`config.mk`:
```
export PLATFORM = sky130hd
export DESIGN_NAME = writerf_vals
export DESIGN_NICKNAME = d
export VERILOG_FILES = /design/src/rtl/rf_buf_pkg.sv /design/src/rtl/rf_word_pack.sv /design/src/rtl/writerf_vals.sv
export SDC_FILE = /design/constraint.sdc
export NUM_CORES = 1
export LEC_CHECK = 0
export ABC_CLOCK_PERIOD_IN_PS = 2000
export BUFFER_PORTS_ARGS = -buffer_cell sky130_fd_sc_hd__buf_4
export CAP_MARGIN = 20
export CORE_MARGIN = 4
export CORE_UTILIZATION = 47
export DETAILED_ROUTE_END_ITERATION = 12
export PLACE_DENSITY = 0.86
export SYNTH_ARGS = -nofsm -noshare
export SYNTH_HDL_FRONTEND = slang
export SYNTH_SLANG_ARGS = --single-unit
```
`constraint.sdc`:
```
create_clock -name clk -period 2 [get_ports clk]
set_clock_uncertainty 0.1 [all_clocks]
set_input_delay 0 -clock clk [delete_from_list [all_inputs] [get_ports clk]]
set_output_delay 0 -clock clk [all_outputs]
set_load 0.02 [all_outputs]
```
`src/rtl/rf_buf_pkg.sv`:
```
// Shared definitions for the RF sample buffer: sample/word geometry, channel
// packing order and the capture FSM state encoding.
package rf_buf_pkg;

  localparam int RF_SAMPLE_W = 16;
  localparam int RF_NUM_CH   = 4;
  localparam int RF_WORD_W   = RF_SAMPLE_W * RF_NUM_CH;

  typedef enum logic [1:0] {
    IDLE    = 2'd0,
    ARMED   = 2'd1,
    CAPTURE = 2'd2,
    DONE    = 2'd3
  } rf_state_e;

  // Channel 1 lands in the least significant lane; the reader unpacks identically.
  function automatic logic [RF_WORD_W-1:0] rf_pack(
    input logic [RF_SAMPLE_W-1:0] c1,
    input logic [RF_SAMPLE_W-1:0] c2,
    input logic [RF_SAMPLE_W-1:0] c3,
    input logic [RF_SAMPLE_W-1:0] c4
  );
    return {c4, c3, c2, c1};
  endfunction

endpackage

```
`src/rtl/rf_word_pack.sv`:
```
// Registered pack of the four channel samples into one buffer word, together
// with the write address and strobe.
module rf_word_pack
  import rf_buf_pkg::*;
#(
  parameter int ADDR_W = 10
) (
  input  logic                   clk,
  input  logic                   rst_n,
  input  logic                   load_i,
  input  logic [ADDR_W-1:0]      addr_i,
  input  logic [RF_SAMPLE_W-1:0] val1_i,
  input  logic [RF_SAMPLE_W-1:0] val2_i,
  input  logic [RF_SAMPLE_W-1:0] val3_i,
  input  logic [RF_SAMPLE_W-1:0] val4_i,
  output logic                   wr_en_o,
  output logic [ADDR_W-1:0]      wr_addr_o,
  output logic [RF_WORD_W-1:0]   wr_data_o
);

  logic                 wr_en_q;
  logic [ADDR_W-1:0]    wr_addr_q;
  logic [RF_WORD_W-1:0] wr_data_q;

  // Address and data hold between writes so the buffer side sees stable values.
  always_ff @(posedge clk or negedge rst_n) begin
    if (!rst_n) begin
      wr_en_q   <= 1'b0;
      wr_addr_q <= '0;
      wr_data_q <= '0;
    end else begin
      wr_en_q <= load_i;
      if (load_i) begin
        wr_addr_q <= addr_i;
        wr_data_q <= rf_pack(val1_i, val2_i, val3_i, val4_i);
      end
    end
  end

  assign wr_en_o   = wr_en_q;
  assign wr_addr_o = wr_addr_q;
  assign wr_data_o = wr_data_q;

endmodule

```
`src/rtl/writerf_vals.sv`:
```
// Captures one echo frame of four-channel RF samples into the sample buffer.
// Optional sticky overflow flag: define WRITERF_OVF_EN to add the ovf output.
module writerf_vals
  import rf_buf_pkg::*;
#(
  parameter int ADDR_W    = 10,
  parameter int FRAME_LEN = 512,
  parameter int BASE_ADDR = 0
) (
  input  logic                 clk,
  input  logic                 reset,
  input  logic                 start,
  input  logic                 trig,
  input  logic                 abort,
  input  logic                 in_valid,
  output logic                 in_ready,
  input  logic [15:0]          in_val1,
  input  logic [15:0]          in_val2,
  input  logic [15:0]          in_val3,
  input  logic [15:0]          in_val4,
  output logic                 wr_en,
  output logic [ADDR_W-1:0]    wr_addr,
  output logic [63:0]          wr_data,
  output logic                 busy,
  output logic                 frame_done,
  output logic [ADDR_W:0]      samples_written
`ifdef WRITERF_OVF_EN
  ,
  output logic                 ovf
`endif
);

  localparam logic [ADDR_W:0]   LAST_IDX = (ADDR_W+1)'(FRAME_LEN - 1);
  localparam logic [ADDR_W-1:0] BASE_A   = ADDR_W'(BASE_ADDR);

  rf_state_e        state_q, state_d;
  logic [ADDR_W:0]  count_q, count_d;
  logic             frame_done_q, frame_done_d;
  logic             accept;

  assign in_ready = (state_q == CAPTURE);
  // abort outranks acceptance, so an aborting cycle never produces a write.
  assign accept   = in_valid && in_ready && !abort;

  always_comb begin
    state_d      = state_q;
    count_d      = count_q;
    frame_done_d = 1'b0;
    if (abort) begin
      state_d = IDLE;
    end else begin
      case (state_q)
        IDLE: begin
          if (start) begin
            state_d = ARMED;
            count_d = '0;
          end
        end
        ARMED: begin
          if (trig) state_d = CAPTURE;
        end
        CAPTURE: begin
          if (in_valid) begin
            count_d = count_q + 1'b1;
            if (count_q == LAST_IDX) state_d = DONE;
          end
        end
        DONE: begin
          state_d      = IDLE;
          frame_done_d = 1'b1;
        end
        default: state_d = IDLE;
      endcase
    end
  end

  always_ff @(posedge clk or negedge reset) begin
    if (!reset) begin
      state_q      <= IDLE;
      count_q      <= '0;
      frame_done_q <= 1'b0;
    end else begin
      state_q      <= state_d;
      count_q      <= count_d;
      frame_done_q <= frame_done_d;
    end
  end

  // Address wraps naturally in the ADDR_W-bit sum.
  rf_word_pack #(
    .ADDR_W (ADDR_W)
  ) u_pack (
    .clk       (clk),
    .rst_n     (reset),
    .load_i    (accept),
    .addr_i    (BASE_A + count_q[ADDR_W-1:0]),
    .val1_i    (in_val1),
    .val2_i    (in_val2),
    .val3_i    (in_val3),
    .val4_i    (in_val4),
    .wr_en_o   (wr_en),
    .wr_addr_o (wr_addr),
    .wr_data_o (wr_data)
  );

  assign busy            = (state_q == ARMED) || (state_q == CAPTURE);
  assign frame_done      = frame_done_q;
  assign samples_written = count_q;

`ifdef WRITERF_OVF_EN
  logic ovf_q;
  logic arm;

  assign arm = (state_q == IDLE) && start && !abort;

  // A sample on the trigger cycle or after the last write has nowhere to go.
  always_ff @(posedge clk or negedge reset) begin
    if (!reset) begin
      ovf_q <= 1'b0;
    end else if (arm) begin
      ovf_q <= 1'b0;
    end else if (in_valid && (((state_q == ARMED) && trig) || (state_q == DONE))) begin
      ovf_q <= 1'b1;
    end
  end

  assign ovf = ovf_q;
`endif

endmodule

```
* Word-level counts from Yosys, hierarchy flattened
Index checks and enable logic that the tools add are counted.
** Storage, ports and cells
- Flip-flop bits (word level) :: 89
- Output and inout port bits :: 89
** Operators by class
- Add/sub/neg operators :: 1
- Equality and inequality tests :: 10
- Mux-type cells :: 11
- Bitwise logic cells :: 1
- Reductions and logical operators :: 8
** Operators by type and width (number)
- 11-bit two-way mux :: 2
- 11-bit one-hot mux with 2 select lines :: 1
- 11-bit by 1-bit adder with 11-bit output, second input constant :: 1
- 11-bit by 9-bit equality test with 1-bit output, second input constant :: 1
- 2-bit two-way mux :: 5
- 3-bit != test, second input constant :: 3
- 2-bit one-hot mux with 4 select lines :: 1
- 4-bit AND reduction :: 2
- 2-bit equality test, second input constant :: 2
- 2-bit != test, second input constant :: 2
- 3-bit by 2-bit != test with 1-bit output, second input constant :: 1
- 2-bit by 1-bit equality test with 1-bit output, second input constant :: 1
- 1-bit logical AND :: 2
- 2-bit zero test :: 1
- 1-bit two-way mux :: 2
- 2-bit nonzero test :: 1
- 1-bit zero test :: 1
- 1-bit logical OR :: 1
- 1-bit NOT :: 1

* Longest topological paths before layout
- Depth in word-level cells :: 5
- Gate-level depth with buffers :: 9
- Depth with buffers taken out :: 6

* Hierarchy
Synthesis repeated with hierarchy kept, for this count alone.
** Second synthesis, totals
- Cells, all modules :: 245
- Area, all modules :: 3863.7 um2
** By module, submodules not included
- rf_word_pack :: times used 1, cells each 157, area an instance 3019.1 um2, sequential area each 1876.8 um2
- writerf_vals :: times used 1, cells each 88, area an instance 844.6 um2, sequential area each 350.3 um2

* Worst setup path after synthesis
Ideal clock, no wire load.
- Path kind :: flip-flop to flip-flop
- Start :: reg count_q[0], in the netlist samples_written[0]
- End :: reg state_q[1]
- Library setup time :: 77 ps
- Data arrival time :: 1817 ps
- Data required time :: 1823 ps
- Path slack :: 6 ps
- Cell stages (with the launch flop) :: 6
- Path buffers :: 0
- Clock period less this slack :: 1994 ps
- Cells stage by stage :: dfrtp_1 -> ha_1 -> nand4_4 -> o41a_1 -> or3b_1 -> a21oi_1
** Between the ends
- Longest elaborated chain between the ends :: 3
** RTL lines
- start, declared :: line writerf_vals.sv:37 : logic [ADDR_W:0] count_q, count_d;
- start signal, assigned :: line writerf_vals.sv:84 : count_q <= count_d;
- 11-bit by 9-bit equality test with 1-bit output :: line writerf_vals.sv:65 : if (count_q == LAST_IDX) state_d = DONE;
- 3-bit by 2-bit != test with 1-bit output (no source line)
- 4-bit AND reduction (no source line)
- end signal, assigned :: line writerf_vals.sv:83 : state_q <= state_d;
- end, declared :: line writerf_vals.sv:36 : rf_state_e state_q, state_d;
Every way passes these cells.
A chain may end at the register's enable or synchronous reset.

* Worst setup path after layout
- Start :: reg state_q[0]
- End :: reg count_q[8], in the netlist samples_written[8]
** Between the ends
- Longest elaborated chain between the ends :: 3
- Elaborated cells on any way between the ends :: 7
- Classes of those cells :: eq/ne (3); mux (1); reduce/logical (3)
** RTL lines
- 2-bit equality test / 2-bit zero test (equally long branches) :: line writerf_vals.sv:52 : case (state_q)
- 2-bit != test (no source line) / 2-bit nonzero test (equally long branches)
- 4-bit AND reduction (no source line)
Parallel ways exist; a longest one is shown, timed or not.

==> qor.csv <==
stage,metric,value,unit
run,maxcap violations,0,
critical_path,Crit path largest cell delay,0.47,ns
clocking,TritonCTS Buffers,9,
layout,Finished Cell Area,0.00587,sq mm
run_status,status,"finished, final reports clean",
clocking,clk_lat worst skew,0.34,ns
critical_path,CP Buf/Inv Count,1,
sta,fin crit share,95.3,%
power,NetSw,2850,uW
power,combinational share of power,43.5,%
layout,"commonest non-fill, non-tap cell in the layout",nand2_1,
logic_synthesis,Syn Nets,461,
clocking,Max clock buf depth,2,
logic_synthesis,Mapped Area,0.00362,sq mm
sta,RSZ-0062 raised after global routing,yes,
drt,drt first pass iters,5,
critical_path,CP max FO,8,
critical_path,crit path capture type,flop,
placed_design,DPL Wire Length,6700,um
logic_synthesis,synth unique cells,33,
power,Leak Pwr,0.00318,uW
power,Clock power frac,17.9,%
sta,fin. max-slew vios,0,
power,power share of the sequential group,38.6,%
global_route,GRT Total Usage,26.5,%
layout,"commonest non-fill, non-tap cells in the layout","199 x nand2_1, 164 x buf_4, 88 x dfrtp_1",
global_route,pin count of the biggest net entering global routing,87,
floorplanning,full die area,0.00916,sq mm
clocking,clock root cell,clkbuf_8,
power,Switching Share,39.3,%
critical_path,critical path's top delay family,simple AND/OR/NAND/NOR gates,
sta,Max Freq,0.525,GHz
floorplanning,Die W,95.7,um
layout,area occupied by multi-input gates,0.00130,sq mm
min_path,Hold/Removal Path Class,input pin to flop,
drt,via count,3673,
critical_path,CP max stage cell,dfrtp_1,
floorplanning,Ports,159,
sta,worst relative slew slack,68.7,%
critical_path,"Worst Path Class, Setup",flop to flop,
power,maximum vdd drop,0.709,mV
sta,Final Setup Violations,0,
logic_synthesis,sequential area share after synthesis,61.6,%
global_route,initial antenna violation count,0,
logic_synthesis,Synth area leader,dfrtp_1,
logic_synthesis,Post-synth ARST share,100,%
sta,fin crit period,1.91,ns
global_route,first-pass GRT wire length,18600,um
clocking,TritonCTS clock tree,done,
power,Pint,4410,uW
placed_design,Post-DP Area,0.00493,sq mm
clocking,CTS Sinks,89,
logic_synthesis,Synth top area share,61.6,%
critical_path,Critical Path Start Type,flop,
logic_synthesis,synth top area cells,"dfrtp_1 62%, nand2_1 21%, mux2_2 2.5%",
floorplanning,Die Ht,95.7,um
global_route,grt ovf,0,
layout,Storage cell area,0.00223,sq mm
logic_synthesis,Synth Instances,386,
layout,Area Overhead vs Synth,62.3,%
drt,WL/cell,16.9,um
sta,Final Hold Fails,0,
power,Pwr Total,7260,uW
floorplanning,number of cell rows,31,
logic_synthesis,Post-synth EDFFs,0,
floorplanning,core area,0.00737,sq mm
logic_synthesis,post-synthesis register bit count,89,
layout,share of layout cells above drive strength 1,31.6,%
clocking,CTS H-Tree Depth,3,
critical_path,crit path cell chain,"inv_1, ha_1, nand2b_1, nand3_1, or3_1, o21ai_0",
drt,Vias per Instance,5.12,
power,Cell Pwr Density,1240,mW/mm^2
sta,TNS Setup,0,ns
placed_design,final RePlAce weighted congestion,0.875,
drt,WL final,12100,um
layout,Filler cells,423,
drt,DRC Markers,0,
drt,Routed Antenna Nets,0,
logic_synthesis,Synth Flop Type,dfrtp_1,
clocking,"Reg clk slew, reported paths",0.09,ns
global_route,number of global-route vias before repair,3678,
floorplanning,Initial Util,49.1,%
sta,hold slack final,0.0772,ns
layout,NumNets Final,688,
logic_synthesis,syn avg cell area,9.37,sq um
sta,slew at the pin closest to its max-slew limit,0.469,ns
critical_path,"Data arrival, critical path",2.07,ns
drt,initial DRC count,164,
placed_design,IO buf count,158,
critical_path,Required @ worst endpoint,2.17,ns
logic_synthesis,Synth warnings,0,
## cell usage after synthesis (all sizes together) (2+ instances only)
library cell  count
nand2           199
dfrtp            89
o21ai            16
clkbuf           15
mux2              8
a21oi             6
inv               6
ha                5
buf               4
nand4             4
nor2              4
o31ai             4
nand3             3
a41oi             2
and2              2
and3              2
and4              2
o41ai             2
or3               2
## path summary, 6_finish.rpt
check                                       end                  from  slack (ns)  cells after the start
max reg2reg                  samples_written[8]            state_q[0]        0.09                      6
max in group asynchronous  u_pack.wr_data_o[10]                 reset        1.15                      3
max                          samples_written[8]            state_q[0]        0.09                      6
min in group asynchronous  u_pack.wr_data_o[13]                 reset        0.14                      3
min reg2reg                u_pack.wr_data_o[46]  u_pack.wr_data_o[46]        0.38                      2
min                                  state_q[1]                  trig        0.08                      4
## metrics by stage
step | utilization, % | setup WS, ns | instances
5_1_grt | 79.6 | -0.0245 | 717
3_3_place_gp | 66.9 | 0.124 | 632
4_1_cts | 79.1 | 0.0120 | 716
2_1_floorplan | - | 0.00579 | 386
6_report | 79.7 | 0.0944 | 718
3_5_place_dp | 66.9 | 0.0226 | 632
## layer usage
| layer | wire length, um | vias to the layer above | global-route usage, % |
|---|---|---|---|
| met5 | 0 | - | 0 |
| met4 | 225 | 0 | 8.29 |
| met3 | 1160 | 26 | 8.37 |
| met2 | 6130 | 185 | 45.6 |
| met1 | 4590 | 1771 | 31.7 |
| li1 | - | 1691 | - |
## worst reg2reg max path: stages, from the launching register on
cell	delay, ns
dfrtp_1	0.47
inv_1	0.10
ha_1	0.20
nand2b_1	0.15
nand3_1	0.30
or3_1	0.44
o21ai_0	0.07
## cell families (layout without fill, tap and decap cells)
| family | after synthesis | count (layout) | synth area share [%] |
|---|---|---|---|
| other | 0 | 1 | 0 |
| DFF | 89 | 89 | 61.6 |
| AOI/OAI and AO/OA | 33 | 33 | 5.64 |
| adders and majority gates | 5 | 5 | 1.73 |
| muxes | 9 | 9 | 2.77 |
| and+or+nand+nor | 224 | 224 | 25.3 |
| buffers and inverters | 26 | 258 | 2.97 |
## layout make-up
cell class / count / share of cell area [%]
Clock buffer: 13 / 2.88
Tap cell: 99 / 2.11
Inverter: 7 / 0.448
Clock inverter: 3 / 0.789
Timing Repair Buffer: 235 / 33.7
Sequential cell: 89 / 38.0
Multi-Input combinational cell: 271 / 22.1
Antenna cell: 1 / 0.0426
## flip-flops by register name, summed over array words and instances (netlist names)
name and flops:
u_pack.wr_data_o 64, state_q 2, samples_written 11, u_pack.wr_en_o 1, frame_done 1, u_pack.wr_addr_o 10
## power groups by stage
stage | sequential (uW) | clock, uW | combinational (uW)
finish | 2800 | 1300 | 3160
global route | 2860 | 1410 | 3390
CTS | 2750 | 1340 | 3050
detailed placement | 2780 | 0 | 2930
global placement | 2750 | 0 | 2860
floorplan | 3470 | 0 | 818
## what timing repair did
item                                    CTS  global route
buffers inserted                          0             0
hold buffers                             68             0
hold endpoints to repair                161             0
gates resized for setup                   0             4
endpoints found under the setup margin    0            70
No activity file was read; power rests on OpenSTA's default activity.
